<file path="src/rtl/fetch_mem_arbiter_pkg.sv">
`default_nettype none
// +----------------------------------------------------------------------------+
// | fetch_mem_arbiter_pkg : shared ids, defaults and order-queue entry type     |
// | Rev 1.0                                                                     |
// +----------------------------------------------------------------------------+
package fetch_mem_arbiter_pkg;

  localparam logic REQ_ID_INST      = 1'b0;
  localparam logic REQ_ID_DATA      = 1'b1;
  localparam int   DEF_OUTSTANDING  = 4;
  localparam int   DEF_STARVE_LIMIT = 3;

  typedef struct packed {
    logic id;
    logic drop;
  } order_entry_t;

endpackage
`default_nettype wire

</file>
<file path="src/rtl/fetch_mem_arbiter_req_order_queue.sv">
`default_nettype none
// +----------------------------------------------------------------------------+
// | fetch_mem_arbiter_req_order_queue : circular {id,drop} tracker of requests  |
// | in flight, with a one-shot "drop every instruction entry" mark. Rev 1.0     |
// +----------------------------------------------------------------------------+
module fetch_mem_arbiter_req_order_queue
  import fetch_mem_arbiter_pkg::*;
#(
  parameter int DEPTH = DEF_OUTSTANDING
) (
  input  logic         clk,
  input  logic         rst,
  input  logic         push,
  input  logic         push_id,
  input  logic         pop,
  input  logic         flush_inst,
  output logic         empty,
  output logic         full,
  output order_entry_t head
);

  localparam int               PTR_W   = (DEPTH > 1) ? $clog2(DEPTH) : 1;
  localparam int               CNT_W   = $clog2(DEPTH + 1);
  localparam logic [PTR_W-1:0] C_LAST  = PTR_W'(DEPTH - 1);
  localparam logic [CNT_W-1:0] C_DEPTH = CNT_W'(DEPTH);

  order_entry_t     r_mem [DEPTH];
  logic [PTR_W-1:0] r_wr_ptr;
  logic [PTR_W-1:0] r_rd_ptr;
  logic [CNT_W-1:0] r_count;

  assign empty = (r_count == '0);
  assign full  = (r_count == C_DEPTH);
  assign head  = r_mem[r_rd_ptr];

  always_ff @(posedge clk) begin
    if (!rst) begin
      r_wr_ptr <= '0;
      r_rd_ptr <= '0;
      r_count  <= '0;
      for (int k = 0; k < DEPTH; k++) r_mem[k] <= '0;
    end else begin
      // Stale slots may get marked too; they are rewritten on push.
      if (flush_inst) begin
        for (int k = 0; k < DEPTH; k++) begin
          if (r_mem[k].id == REQ_ID_INST) r_mem[k].drop <= 1'b1;
        end
      end
      if (push) begin
        r_mem[r_wr_ptr] <= '{id: push_id, drop: 1'b0};
        r_wr_ptr        <= (r_wr_ptr == C_LAST) ? '0 : r_wr_ptr + 1'b1;
      end
      if (pop) r_rd_ptr <= (r_rd_ptr == C_LAST) ? '0 : r_rd_ptr + 1'b1;
      case ({push, pop})
        2'b10:   r_count <= r_count + 1'b1;
        2'b01:   r_count <= r_count - 1'b1;
        default: r_count <= r_count;
      endcase
    end
  end

endmodule
`default_nettype wire

</file>
<file path="src/rtl/fetch_mem_arbiter.sv">
`default_nettype none
// +----------------------------------------------------------------------------+
// | fetch_mem_arbiter : data-priority arbiter of fetch and data ports onto one  |
// | in-order memory port, with fetch anti-starvation and flush drop. Rev 1.0    |
// +----------------------------------------------------------------------------+
module fetch_mem_arbiter
  import fetch_mem_arbiter_pkg::*;
#(
  parameter int OUTSTANDING  = DEF_OUTSTANDING,
  parameter int STARVE_LIMIT = DEF_STARVE_LIMIT
) (
  input  logic        clk,
  input  logic        rst,
  input  logic        flush,
  input  logic        i_addr_valid,
  output logic        i_addr_ready,
  input  logic [31:0] i_addr,
  output logic        i_line_valid,
  input  logic        i_line_ready,
  output logic [31:0] i_line,
  input  logic        d_req_valid,
  output logic        d_req_ready,
  input  logic [31:0] d_req_addr,
  input  logic        d_req_wr,
  input  logic [3:0]  d_req_wstrb,
  input  logic [31:0] d_req_wdata,
  output logic        d_resp_valid,
  input  logic        d_resp_ready,
  output logic [31:0] d_resp_rdata,
  output logic        m_req_valid,
  input  logic        m_req_ready,
  output logic [31:0] m_req_addr,
  output logic        m_req_wr,
  output logic [3:0]  m_req_wstrb,
  output logic [31:0] m_req_wdata,
  input  logic        m_resp_valid,
  output logic        m_resp_ready,
  input  logic [31:0] m_resp_rdata
);

  localparam int                  STARVE_W     = (STARVE_LIMIT > 0) ? $clog2(STARVE_LIMIT + 1) : 1;
  localparam logic [STARVE_W-1:0] C_STARVE_MAX = STARVE_W'(STARVE_LIMIT);

  logic [STARVE_W-1:0] r_starve_cnt;
  logic                w_full;
  logic                w_empty;
  logic                w_grant_fetch;
  logic                w_fetch_hs;
  logic                w_data_hs;
  logic                w_req_hs;
  logic                w_resp_hs;
  logic                w_head_inst;
  logic                w_head_drop;
  order_entry_t        w_head;

  // A fetch presented during flush is treated as absent so data can still go.
  assign w_grant_fetch = i_addr_valid & ~flush &
                         (~d_req_valid | (r_starve_cnt == C_STARVE_MAX));

  assign m_req_valid  = rst & ~w_full & (w_grant_fetch | d_req_valid);
  assign i_addr_ready = rst & ~w_full & m_req_ready & w_grant_fetch;
  assign d_req_ready  = rst & ~w_full & m_req_ready & ~w_grant_fetch;

  assign m_req_addr  = w_grant_fetch ? i_addr : d_req_addr;
  assign m_req_wr    = w_grant_fetch ? 1'b0   : d_req_wr;
  assign m_req_wstrb = w_grant_fetch ? 4'h0   : d_req_wstrb;
  assign m_req_wdata = w_grant_fetch ? 32'h0  : d_req_wdata;

  assign w_fetch_hs = i_addr_valid & i_addr_ready;
  assign w_data_hs  = d_req_valid & d_req_ready;
  assign w_req_hs   = m_req_valid & m_req_ready;

  assign w_head_inst  = (w_head.id == REQ_ID_INST);
  assign w_head_drop  = w_head_inst & (w_head.drop | flush);
  assign i_line_valid = rst & ~w_empty & w_head_inst & ~w_head_drop & m_resp_valid;
  assign d_resp_valid = rst & ~w_empty & ~w_head_inst & m_resp_valid;
  assign i_line       = m_resp_rdata;
  assign d_resp_rdata = m_resp_rdata;

  always_comb begin
    m_resp_ready = 1'b0;
    if (rst && !w_empty) begin
      if (!w_head_inst)     m_resp_ready = d_resp_ready;
      else if (w_head_drop) m_resp_ready = 1'b1;
      else                  m_resp_ready = i_line_ready;
    end
  end

  assign w_resp_hs = m_resp_valid & m_resp_ready;

  fetch_mem_arbiter_req_order_queue #(
    .DEPTH (OUTSTANDING)
  ) u_req_order_queue (
    .clk        (clk),
    .rst        (rst),
    .push       (w_req_hs),
    .push_id    (w_grant_fetch ? REQ_ID_INST : REQ_ID_DATA),
    .pop        (w_resp_hs),
    .flush_inst (flush),
    .empty      (w_empty),
    .full       (w_full),
    .head       (w_head)
  );

  always_ff @(posedge clk) begin
    if (!rst || !i_addr_valid || w_fetch_hs) begin
      r_starve_cnt <= '0;
    end else if (w_data_hs && (r_starve_cnt != C_STARVE_MAX)) begin
      r_starve_cnt <= r_starve_cnt + 1'b1;
    end
  end

endmodule
`default_nettype wire

</file>
<file path="config.mk">
export PLATFORM = sky130hd
export DESIGN_NAME = fetch_mem_arbiter
export DESIGN_NICKNAME = d
export VERILOG_FILES = /design/src/rtl/fetch_mem_arbiter_pkg.sv /design/src/rtl/fetch_mem_arbiter_req_order_queue.sv /design/src/rtl/fetch_mem_arbiter.sv
export SDC_FILE = /design/constraint.sdc
export NUM_CORES = 1
export LEC_CHECK = 0
export ABC_AREA = 1
export CELL_PAD_IN_SITES_DETAIL_PLACEMENT = 1
export CELL_PAD_IN_SITES_GLOBAL_PLACEMENT = 1
export CORE_MARGIN = 1
export CORE_UTILIZATION = 16
export CTS_BUF_LIST = sky130_fd_sc_hd__clkbuf_16
export DETAILED_ROUTE_END_ITERATION = 8
export PLACE_DENSITY = 0.88
export SYNTH_ARGS = -nofsm -noshare
export SYNTH_HDL_FRONTEND = slang
export SYNTH_SLANG_ARGS = --single-unit
</file>
<file path="constraint.sdc">
create_clock -name clk -period 5.65 [get_ports clk]
set_clock_uncertainty 0.1 [all_clocks]
set_input_delay 0.8475 -clock clk [delete_from_list [all_inputs] [get_ports clk]]
set_output_delay 0.8475 -clock clk [all_outputs]
set_load 0.05 [all_outputs]
</file>
Word-level counts from Yosys, hierarchy flattened
Memories as Yosys holds them, arrays and structs flattened. A register that Yosys moved wholly into a read port is not among the register bits.
Index checks and enable logic that the tools add are counted.
- bits of input ports: 142
- memories: 1
- memory bits (writable): 8
- memory bits (read-only): 0
- output and inout port bits: 139
- bits in registers: 9
- bits in latches: 0
- reduce and logical (&&, ||, !) cells: 9
- equal/unequal tests: 7
- order comparisons: 0
- shift-type cells: 0
- div/mod/pow operators: 0
- muxes and demuxes: 37
- bitwise operators: 32
- add/subtract/negate cells: 5
- $mul: 0
- memories (memory ; depth ; width ; rd ports ; clocked after memory_dff ; write ports ; RTL line ; RTL):
    u_req_order_queue.r_mem ; 4 ; 2 ; 5 ; 1 ; 5 ; fetch_mem_arbiter_req_order_queue.sv:27 ; order_entry_t r_mem [DEPTH];
- operators by type and width (cell ; count):
    $mux 32 ; 2
    $mux 1 ; 29
    $and 1x1->1 ; 18
    $eq 2x2->1 const B ; 4
    $mux 2 ; 4
    $not 1->1 ; 7
    $or 1x1->1 ; 7
    $add 2x1->2 const B ; 3
    $pmux 3 s2 ; 1
    $mux 4 ; 1
    $add 3x1->3 const B ; 1
    $eq 3x3->1 const B ; 1
    $logic_not 1->1 ; 3
    $logic_not 3->1 ; 1
    $sub 3x1->3 const B ; 1
    $eq 2x1->1 const B ; 1
    $logic_and 1x1->1 ; 2
    $logic_or 1x1->1 ; 2
    $ne 2x2->1 const B ; 1
    $reduce_bool 2->1 ; 1

Logic depth before layout (Yosys ltp)
- word-level depth: 9
- depth in mapped cells: 14
- gate-level depth less buffers: 14

Modules after synthesis
Synthesis repeated with hierarchy kept, for this count alone.
- cell total of the unflattened synthesis: 390
- area total of the unflattened synthesis: 2222.1 um^2
- modules (own cells, without submodules) (module ; seq. area each (um^2) ; instances ; area each (um^2) ; cells an instance):
    fetch_mem_arbiter ; 40.0 ; 1 ; 1402.6 ; 287
    fetch_mem_arbiter_req_order_queue ; 370.4 ; 1 ; 819.5 ; 103

Least setup slack after synthesis
No wires, ideal clock.
- kind: in2out
- from: input port rst
- to: output port i_line_valid
- arrival: 2625 ps
- data required time: 4703 ps
- cell stages on the path: 3
- path slack: 2077 ps
- cells stage by stage: buf_4 -> nand2_1 -> nor4_1
- word-level cells in the longest chain between the ends: 4
- ends and longest elaborated chain (item ; RTL line ; RTL):
    start, declared ; fetch_mem_arbiter.sv:13 ; input logic rst,
    $and 1x1->1 (4 in a row) ; fetch_mem_arbiter.sv:75 ; assign i_line_valid = rst & ~w_empty & w_head_inst & ~w_head_drop & m_resp_valid;
    end, declared ; fetch_mem_arbiter.sv:18 ; output logic i_line_valid,
Every way passes these cells.

Worst setup path in the final report
- from: input port flush
- to: output port m_req_addr[2]
- word-level cells in the longest chain between the ends: 4
- ends and longest elaborated chain (item ; RTL line ; RTL):
    start, declared ; fetch_mem_arbiter.sv:14 ; input logic flush,
    $not 1->1 ; fetch_mem_arbiter.sv:57 ; assign w_grant_fetch = i_addr_valid & ~flush &
    $and 1x1->1 (2 in a row) ; fetch_mem_arbiter.sv:57 ;
    $mux 32 ; fetch_mem_arbiter.sv:64 ; assign m_req_addr = w_grant_fetch ? i_addr : d_req_addr;
    end, declared ; fetch_mem_arbiter.sv:32 ; output logic [31:0] m_req_addr,
Every way passes these cells.

==> key figures <==
Clock tree
  – CTS Buf Count: 3
  – Clock sinks: 19
  – Clock-pin slew on the worst setup and hold paths: 50 ps
  – H-tree levels: 1
  – Clk Latency, worst-skew pair: 250 ps
  – Post-CTS Resized: 0
  – Setup repair bufs after CTS: 0
  – Root buffer cell: clkbuf_16
  – CTS tree: yes
  – Hold-fix buffers, CTS: 0
  – Clock Tree Buf Depth: 2

Logic synthesis
  – Fraction of the mapped netlist area in simple logic gates: 36.93%
  – Post-Synth Adder-Cell Area: 4.733%
  – Synth Area in Compound Gates: 5.118%
  – Async SR Flop Fraction: 0%
  – Post-synthesis mux area share: 0%
  – Syn Area/Cell: 5.800 um2
  – Post-synthesis net count: 542
  – Cell count after synthesis: 392
  – Sequential-to-total area share from yosys stat: 18.05%
  – Post-Synth XOR/XNOR Area: 0%
  – Area leader, netlist: buf_4
  – Synth top area cells: buf_4 22%, nand2_1 19%, dfxtp_1 14%
  – Largest family of logic cells by synthesized area: simple AND/OR/NAND/NOR gates
  – Cell Area, Synth: 0.002273 mm2
  – EDFF count, synth: 3
  – Most frequent cell after synthesis: nand2_1
  – Synth Warn #: 0
  – Top_reg_cell synth: dfxtp_1
  – Yosys cell types: 27
  – Synth cell count leaders: 118 x nand2_1, 68 x buf_4, 60 x inv_1, 55 x nor2_1, 16 x dfxtp_1
  – #FFs+latches synth: 19
  – Share of the synthesized area in the top cell type: 22.45%

Timing
  – Worst-Margin Slew: 528.5 ps
  – Unrepaired setup endpoints after global routing: false
  – Tcrit/Tclk final: 75.94%
  – Slew headroom: 64.66%
  – Final Hold Viols: 0
  – Post-layout min period: 4291 ps
  – Setup tns final: 0 ps
  – Final hold slack: 378.2 ps
  – Max-slew violation count: 0
  – Maximum clock rate: 233.1 MHz
  – Final setup viols: 0

Global routing
  – First-pass GRT wire length: 12.44 mm
  – Total GRT Usage: 10.72%
  – Initial antenna violation count: 0
  – Vias in the first global route: 2,611
  – Largest net degree at the start of global routing: 55
  – Grt ovf: 0

Die
  – Starting Density: 16.38%
  – Die X: 121.2 um
  – I/O pin count: 281
  – Core area: 0.01388 mm2
  – Die H: 121.2 um
  – Die area: 0.01469 mm2
  – # rows: 43

Status
  – Status: finished, final reports clean

Critical path
  – Crit-path slowest cell: clkdlybuf4s50_1
  – Worst setup EP type: primary output
  – Critical Path Start Type: input pin
  – R2R Setup Slk: 3270 ps
  – WS Path Type: input pin to primary output
  – Max FO, Critical Path: 54
  – Crit-path cells: clkdlybuf4s50_1 > nor2_2 > nand2_2 > inv_2 > buf_12 > nand2_1 > nand2_1 > clkdlybuf4s50_1
  – Slowest cell delay on critical path: 820 ps
  – Crit path DAT: 3340 ps
  – Worst EP required: 4700 ps

Routing
  – Via count: 2,555
  – Total Wirelength: 8.287 mm
  – Initial DRC Count: 39
  – Vias per inst: 3.724
  – Antenna Violating Nets Remaining: 0
  – Pre-antenna DRT Iters: 4
  – Post-route DRC: 0
  – Drt wl/cell: 12.08 um

Placed design
  – Routability cong.: 0.7663
  – Placed cell count: 682
  – Placed inst area: 0.003820 mm2
  – # port buffers: 184
  – Hpwl dp: 6.836 mm

Job
  – Max Cap Viol: 0

Power and ir drop
  – Pwr Total: 661.8 uW
  – PD cells: 169.7 mW/mm2
  – Leak: 1.794 nW
  – Peak supply drop: 0.09239 mV

Finish
  – Diodes inserted: 0
  – Share of cells above drive strength 1: 6.719%
  – Finished Cell Area: 0.003900 mm2
  – Final nets: 657
  – Layout Cells excl Fill: 686
  – Area grow syn2layout: 71.55%

Min path
  – Worst hold path class: register to register
-- metrics by stage --
step / setup WS (ps) / utilization (%)
4_1_cts: 1332 / 28.10
5_1_grt: 1234 / 28.10
3_3_place_gp: 1417 / 27.52
2_1_floorplan: 2077 / -
3_5_place_dp: 1351 / 27.52
6_report: 1359 / 28.10
-- cell usage in the layout, fill, tap and decap left out, types with 2 or more instances in the layout --
cell / count
clkbuf_16: 3
dfxtp_1: 16
inv_2: 7
nor2_4: 2
inv_1: 60
nor2_2: 7
nand3_1: 7
a21oi_1: 13
nand2_1: 118
clkdlybuf4s50_1: 184
o21ai_0: 3
nand2_2: 7
ha_1: 7
nor2_1: 55
edfxtp_1: 3
-- cell type report --
class | instances | area (um2)
Tap cell | 180 | 225.2
Inverter | 67 | 251.5
Clock buffer | 3 | 75.07
Timing Repair Buffer | 186 | 1869
Sequential cell | 19 | 410.4
Multi-Input combinational cell | 230 | 1064
Clock inverter | 1 | 5.005
Fill cell | 1750 | 9981
-- critical path: cells and delay by family --
family	cells	cell delay, ps
buf+inv	4	1930
simple gates	4	490
-- final timing paths --
check | start | end | cells after the start
setup reg to reg | u_req_order_queue.r_mem[1][1]$_DFFE_PP_ | u_req_order_queue.r_count[2]$_SDFFE_PN0P_ | 14
hold reg to reg | r_starve_cnt[1]$_SDFFE_PP0P_ | r_starve_cnt[1]$_SDFFE_PP0P_ | 2
hold / removal | r_starve_cnt[1]$_SDFFE_PP0P_ | r_starve_cnt[1]$_SDFFE_PP0P_ | 2
setup / recovery | flush | m_req_addr[2] | 8
-- report_power, final --
group / internal (mW) / leakage, nW / switching [mW]
logic: 0.153 / 1.59 / 0.215
clock network: 0.0948 / 0.0409 / 0.0487
registers: 0.145 / 0.162 / 0.00509
total: 0.393 / 1.79 / 0.269
-- cell families after synthesis --
family | Yosys count
AND/OR/NAND/NOR | 202
buffers and inverters | 143
AO/OA/AOI/OAI | 20
flip-flops | 19
adder cells (fa/ha/maj) | 8
-- layer usage --
metal	part of all wire, %	vias to the layer above	track usage [%]
met4	2.3	0	4.012
met5	0	-	0
met1	37	1097	11.16
met2	52	131	20.32
met3	8.5	25	2.820
li1	-	1302	-
Power figures use the tool's default switching activity.
==> edit 1, RTL diff (same settings) <==
Change the package constant `DEF_STARVE_LIMIT` from 3 to 6.
--- a/src/rtl/fetch_mem_arbiter_pkg.sv
+++ b/src/rtl/fetch_mem_arbiter_pkg.sv
@@ -8,7 +8,7 @@
   localparam logic REQ_ID_INST      = 1'b0;
   localparam logic REQ_ID_DATA      = 1'b1;
   localparam int   DEF_OUTSTANDING  = 4;
-  localparam int   DEF_STARVE_LIMIT = 3;
+  localparam int   DEF_STARVE_LIMIT = 6;
 
   typedef struct packed {
     logic id;
Function: changed (Yosys sat finds a counterexample within 4 cycles, from zero or initial values and one cycle with rst low).
==> edit 1 against the unedited design <==
Worst hold slack better by 0.013 ns. Clock power is 5% higher. Setup slack lost 0.098 ns. Highest routed layer unchanged. Critical path depth stayed put. Sequential power increased by 7%. Non-clock buffer count did not move. Area after synthesis grew 2.0%. Total power rose by 4.1%. Wire length rose by 15%. Via count up 2.2%. Sequential cell count grew 1. Critical path type unchanged. Design area up 1.1%.
==> edit 1: results (changes against the unedited design) <==
metric;value;unit;change
status;finished, final reports clean;;
final_nets;663;;+0.91%
critPathMaxFanout;42;;-22%
drtPass1Iterations;3;;-1
grt_usage;11.5;%;+0.74 points
async_flop_share;0;%;unchanged
drive_above_1_share;6.46;%;-0.26 points
grt_pass1_wl;13300;um;+6.9%
grt_pass1_vias;2534;;-2.9%
portBuffers;184;;unchanged
htreeDepth;1;;unchanged
placed_area;3860;um^2;+1.1%
grt_max_degree;43;;-22%
clock-root-buffer;clkbuf_16;;
fmaxAchievable;0.228;GHz;-2.2%
cts_buffers;3;;unchanged
clk_pin_slew;0.06;ns;
cts_resized;0;;unchanged
dpl.hpwl;7930;um;+16%
antenna_cells;0;;unchanged
vias;2610;;+2.2%
whs;0.391;ns;+0.0127 ns
clk_path_buf_depth;2;;unchanged
cts_setup_buffers;0;;unchanged
cp.arrival;3.44;ns;+0.10 ns
synth_fa_ha_area_share;5.18;%;+0.45 points
reg.largest.list;u_req_order_queue.r_mem: 8 flops, r_starve_cnt: 3 flops, u_req_order_queue.r_count: 3 flops;;
synth_compound_area_share;5.50;%;+0.39 points
power_leakage;0.00182;uW;+1.8%
yosys-top-cells-count;nand2_1 (120), buf_4 (68), inv_1 (60);;
seq_area_frac_synth;18.6;%;+0.51 points
gp_congestion;0.749;;-2.3%
antenna_found_initial;0;;unchanged
synth_fp_nets;548;;+1.1%
internal-power;404;uW;+2.8%
detail_route.iter0.violations;47;;+21%
ys_warn_count;0;;unchanged
worstSkewPairLatency;0.25;ns;about the same
synthXorXnorAreaFrac;0;%;unchanged
synth_edf_count;3;;unchanged
worst_pin_slew;0.617;ns;+0.0886 ns
r2r_slack;3.31;ns;+0.04 ns
holdCritPathClass;flop to flop;;
wl_per_cell;13.8;um;+14%
vdd_drop_max;0.110;mV;+19%
ys_types;26;;-3.7%
synthMuxAreaShare;0;%;unchanged
synth_area_leaders;buf_4 (22%), nand2_1 (19%), dfxtp_1 (15%), inv_1 (9.7%), nor2_1 (8.6%);;
synth_ff_type;dfxtp_1;;
## edit 1: cell count changes after synthesis, moves of 2 or more
cell,unedited run,this run
a21oi_1,13,15
nand2_1,118,120
nor2_1,55,53
o21ai_0,3,5
## edit 1: critical path: stages
cell and delay, ns:
clkdlybuf4s50_1 0.53, nor2_2 0.23, nand2_2 0.09, inv_2 0.46
buf_12 0.29, nand2_1 0.07, nand2_1 0.08, clkdlybuf4s50_1 0.82
## edit 1: through the flow
| stage | std cells | power [uW] | util [%] | setup WS (ns) |
|---|---|---|---|---|
| after global placement | 687 | 537 | 27.6 | 1.27 |
| final | 691 | 689 | 28.2 | 1.26 |
| after global routing | 691 | 722 | 28.2 | 1.10 |
| after detailed placement | 687 | 544 | 27.6 | 1.20 |
| after CTS | 691 | 697 | 28.2 | 1.19 |
| after floorplan | 397 | 495 | - | 2.26 |
## edit 1: cell families (layout without fill, tap and decap cells)
logic type      count (synthesis)  count (layout)
simple gates                  202             202
buf+inv                       143             257
compound gates                 23              23
flops                          20              20
fa+ha+maj                       9               9
## edit 1: power by group through the flow
| stage | Combinational, uW | Clock (uW) | Sequential (uW) |
|---|---|---|---|
| floorplan | 334 | 0 | 161 |
| global placement | 375 | 0 | 162 |
| detailed placement | 381 | 0 | 162 |
| CTS | 384 | 154 | 160 |
| global route | 404 | 158 | 160 |
| finish | 380 | 150 | 160 |
## edit 1: final cells by class
class | instances | area, um^2
Timing Repair Buffer | 186 | 1870
Clock buffer | 3 | 75.1
Clock inverter | 1 | 3.75
Inverter | 67 | 251
Sequential cell | 20 | 430
Tap cell | 180 | 225
Multi-Input combinational cell | 234 | 1090
Fill cell | 1751 | 10000
## edit 1: path summary, 6_finish.rpt
check                           cells past startpoint                    startpoint                            to
worst max-delay path                                8                         flush                m_req_addr[14]
worst min-delay path                                1  u_req_order_queue.r_count[0]  u_req_order_queue.r_count[0]
worst max register to register                     13                          flop  u_req_order_queue.r_count[2]
worst min register to register                      1  u_req_order_queue.r_count[0]  u_req_order_queue.r_count[0]
## edit 1: metal layers
layer  up-vias  track usage (%)  routed length (um)
met5         -                0                   0
met4         0             1.68                  53
met3         7             3.90                 991
met2       130             21.2                4830
met1      1150             12.8                3670
li1       1323                -                   -
==> edit 2, RTL diff (same flow settings) <==
Made on the original files. Make the reset (`rst`) asynchronous in one clocked block.
--- a/src/rtl/fetch_mem_arbiter_req_order_queue.sv
+++ b/src/rtl/fetch_mem_arbiter_req_order_queue.sv
@@ -33,7 +33,7 @@
   assign full  = (r_count == C_DEPTH);
   assign head  = r_mem[r_rd_ptr];
 
-  always_ff @(posedge clk) begin
+  always_ff @(posedge clk or negedge rst) begin
     if (!rst) begin
       r_wr_ptr <= '0;
       r_rd_ptr <= '0;
Check against the original RTL: no difference found for any inputs over 4 cycles, from zero or initial values and one cycle with rst low; that may be too few to reach the edited logic, so the function may still have changed.
==> edit 2 against the unedited design <==
Synthesized cell count shrank 3.1%. Wire length grew 1.1%. First-iteration DRC count up 69%. Total power is 42% higher. Setup slack got worse by 0.11 ns. Area after synthesis decreased by 3.5%. Via count up 0.86%. Design area is 2.5% lower. Sequential cell count down 2. Count of clock-buffer cells in the layout stayed put. Largest cell class unchanged. Highest routed layer unchanged.
==> edit 2: results (changes against the unedited design) <==
metric;value;unit;change
cp_slowest_stage_delay;0.80;ns;-0.02 ns
core_area;13300;um^2;-4.2%
drt-total-wl;8380;um;+1.1%
ys_types;23;;-15%
reg2reg_to;u_req_order_queue.r_count[2];;
yosys-top-cells-count;nand2_1 (133), buf_4 (67), inv_1 (63);;
gp_congestion;0.694;;-9.4%
r2r_start;u_req_order_queue.r_rd_ptr[0];;
viasPerCell;3.85;;+3.3%
async_flop_share;88.2;%;+88 points
relSlewSlack;37.4;%;-27 points
wl_met3;988;um;+40%
grtUsageMet1;12.8;%;+1.6 points
seq_area_frac_synth;18.9;%;+0.88 points
grt_pass1_vias;2689;;+3.0%
synth_ff_type;dfrtp_1;;
fmaxAchievable;0.227;GHz;-2.6%
r2r_cells;15;;+1
crit_start;d_req_valid;;
grt_max_degree;76;;+38%
grt_pass1_wl;13100;um;+5.0%
p_switching;444;uW;+65%
critPathMaxFanout;32;;-41%
gr-usage-met2;19.9;%;-0.41 points
placed_area;3720;um^2;-2.5%
dpl.hpwl;6900;um;+0.90%
wl_met1;3340;um;+8.1%
power_leakage;0.00184;uW;+2.7%
status;finished, final reports clean;;
final_nets;645;;-1.8%
endpoint;m_req_addr[26];;
gr-usage-met3;4.60;%;+1.8 points
synth_area_leaders;buf_4 (23%), nand2_1 (23%), dfrtp_1 (17%), inv_1 (11%), nor2_1 (7.7%);;
wl_met2;3990;um;-7.4%
vdd_drop_max;0.0955;mV;+3.3%
dp_cells;666;;-2.3%
fillCellCount;1690;;-3.4%
drive_above_1_share;2.43;%;-4.3 points
cp.arrival;3.46;ns;+0.12 ns
vias;2577;;+0.86%
postSynthAreaPerCell;5.78;um^2;-0.42%
synth_fp_nets;530;;-2.2%
drtPass1Iterations;3;;-1
detail_route.iter0.violations;66;;+69%
whs;0.391;ns;+0.0132 ns
dp_slack;1.18;ns;-0.168 ns
==> edit 2: final cells by class <==
| cell class | instances | area (um^2) | area share (%) |
|---|---|---|---|
| flip-flops and latches | 17 | 415 | 10.9 |
| repair buffers | 186 | 1860 | 48.8 |
| multi-input cells | 223 | 992 | 26.1 |
| clock inverters | 1 | 3.75 | 0.0987 |
| well taps | 176 | 220 | 5.79 |
| clock buffers | 3 | 75.1 | 1.97 |
| inverters | 64 | 240 | 6.32 |
==> edit 2: power by group through the flow <==
stage	Combinational [uW]	Clock [uW]	Sequential [uW]
floorplan	495	0	202
global placement	576	0	211
detailed placement	589	0	213
CTS	593	146	212
global route	645	151	219
finish	585	142	212
==> edit 2: cell families (layout without fill, tap and decap cells) <==
logic type,count (synthesis),in the layout,share of synthesized area [%]
AND/OR/NAND/NOR,192,192,34.1
buffers and inverters,140,254,36.1
AO/OA/AOI/OAI,21,21,5.13
flip-flops,17,17,18.9
adder cells (fa/ha/maj),8,8,4.90
XOR/XNOR,2,2,0.798
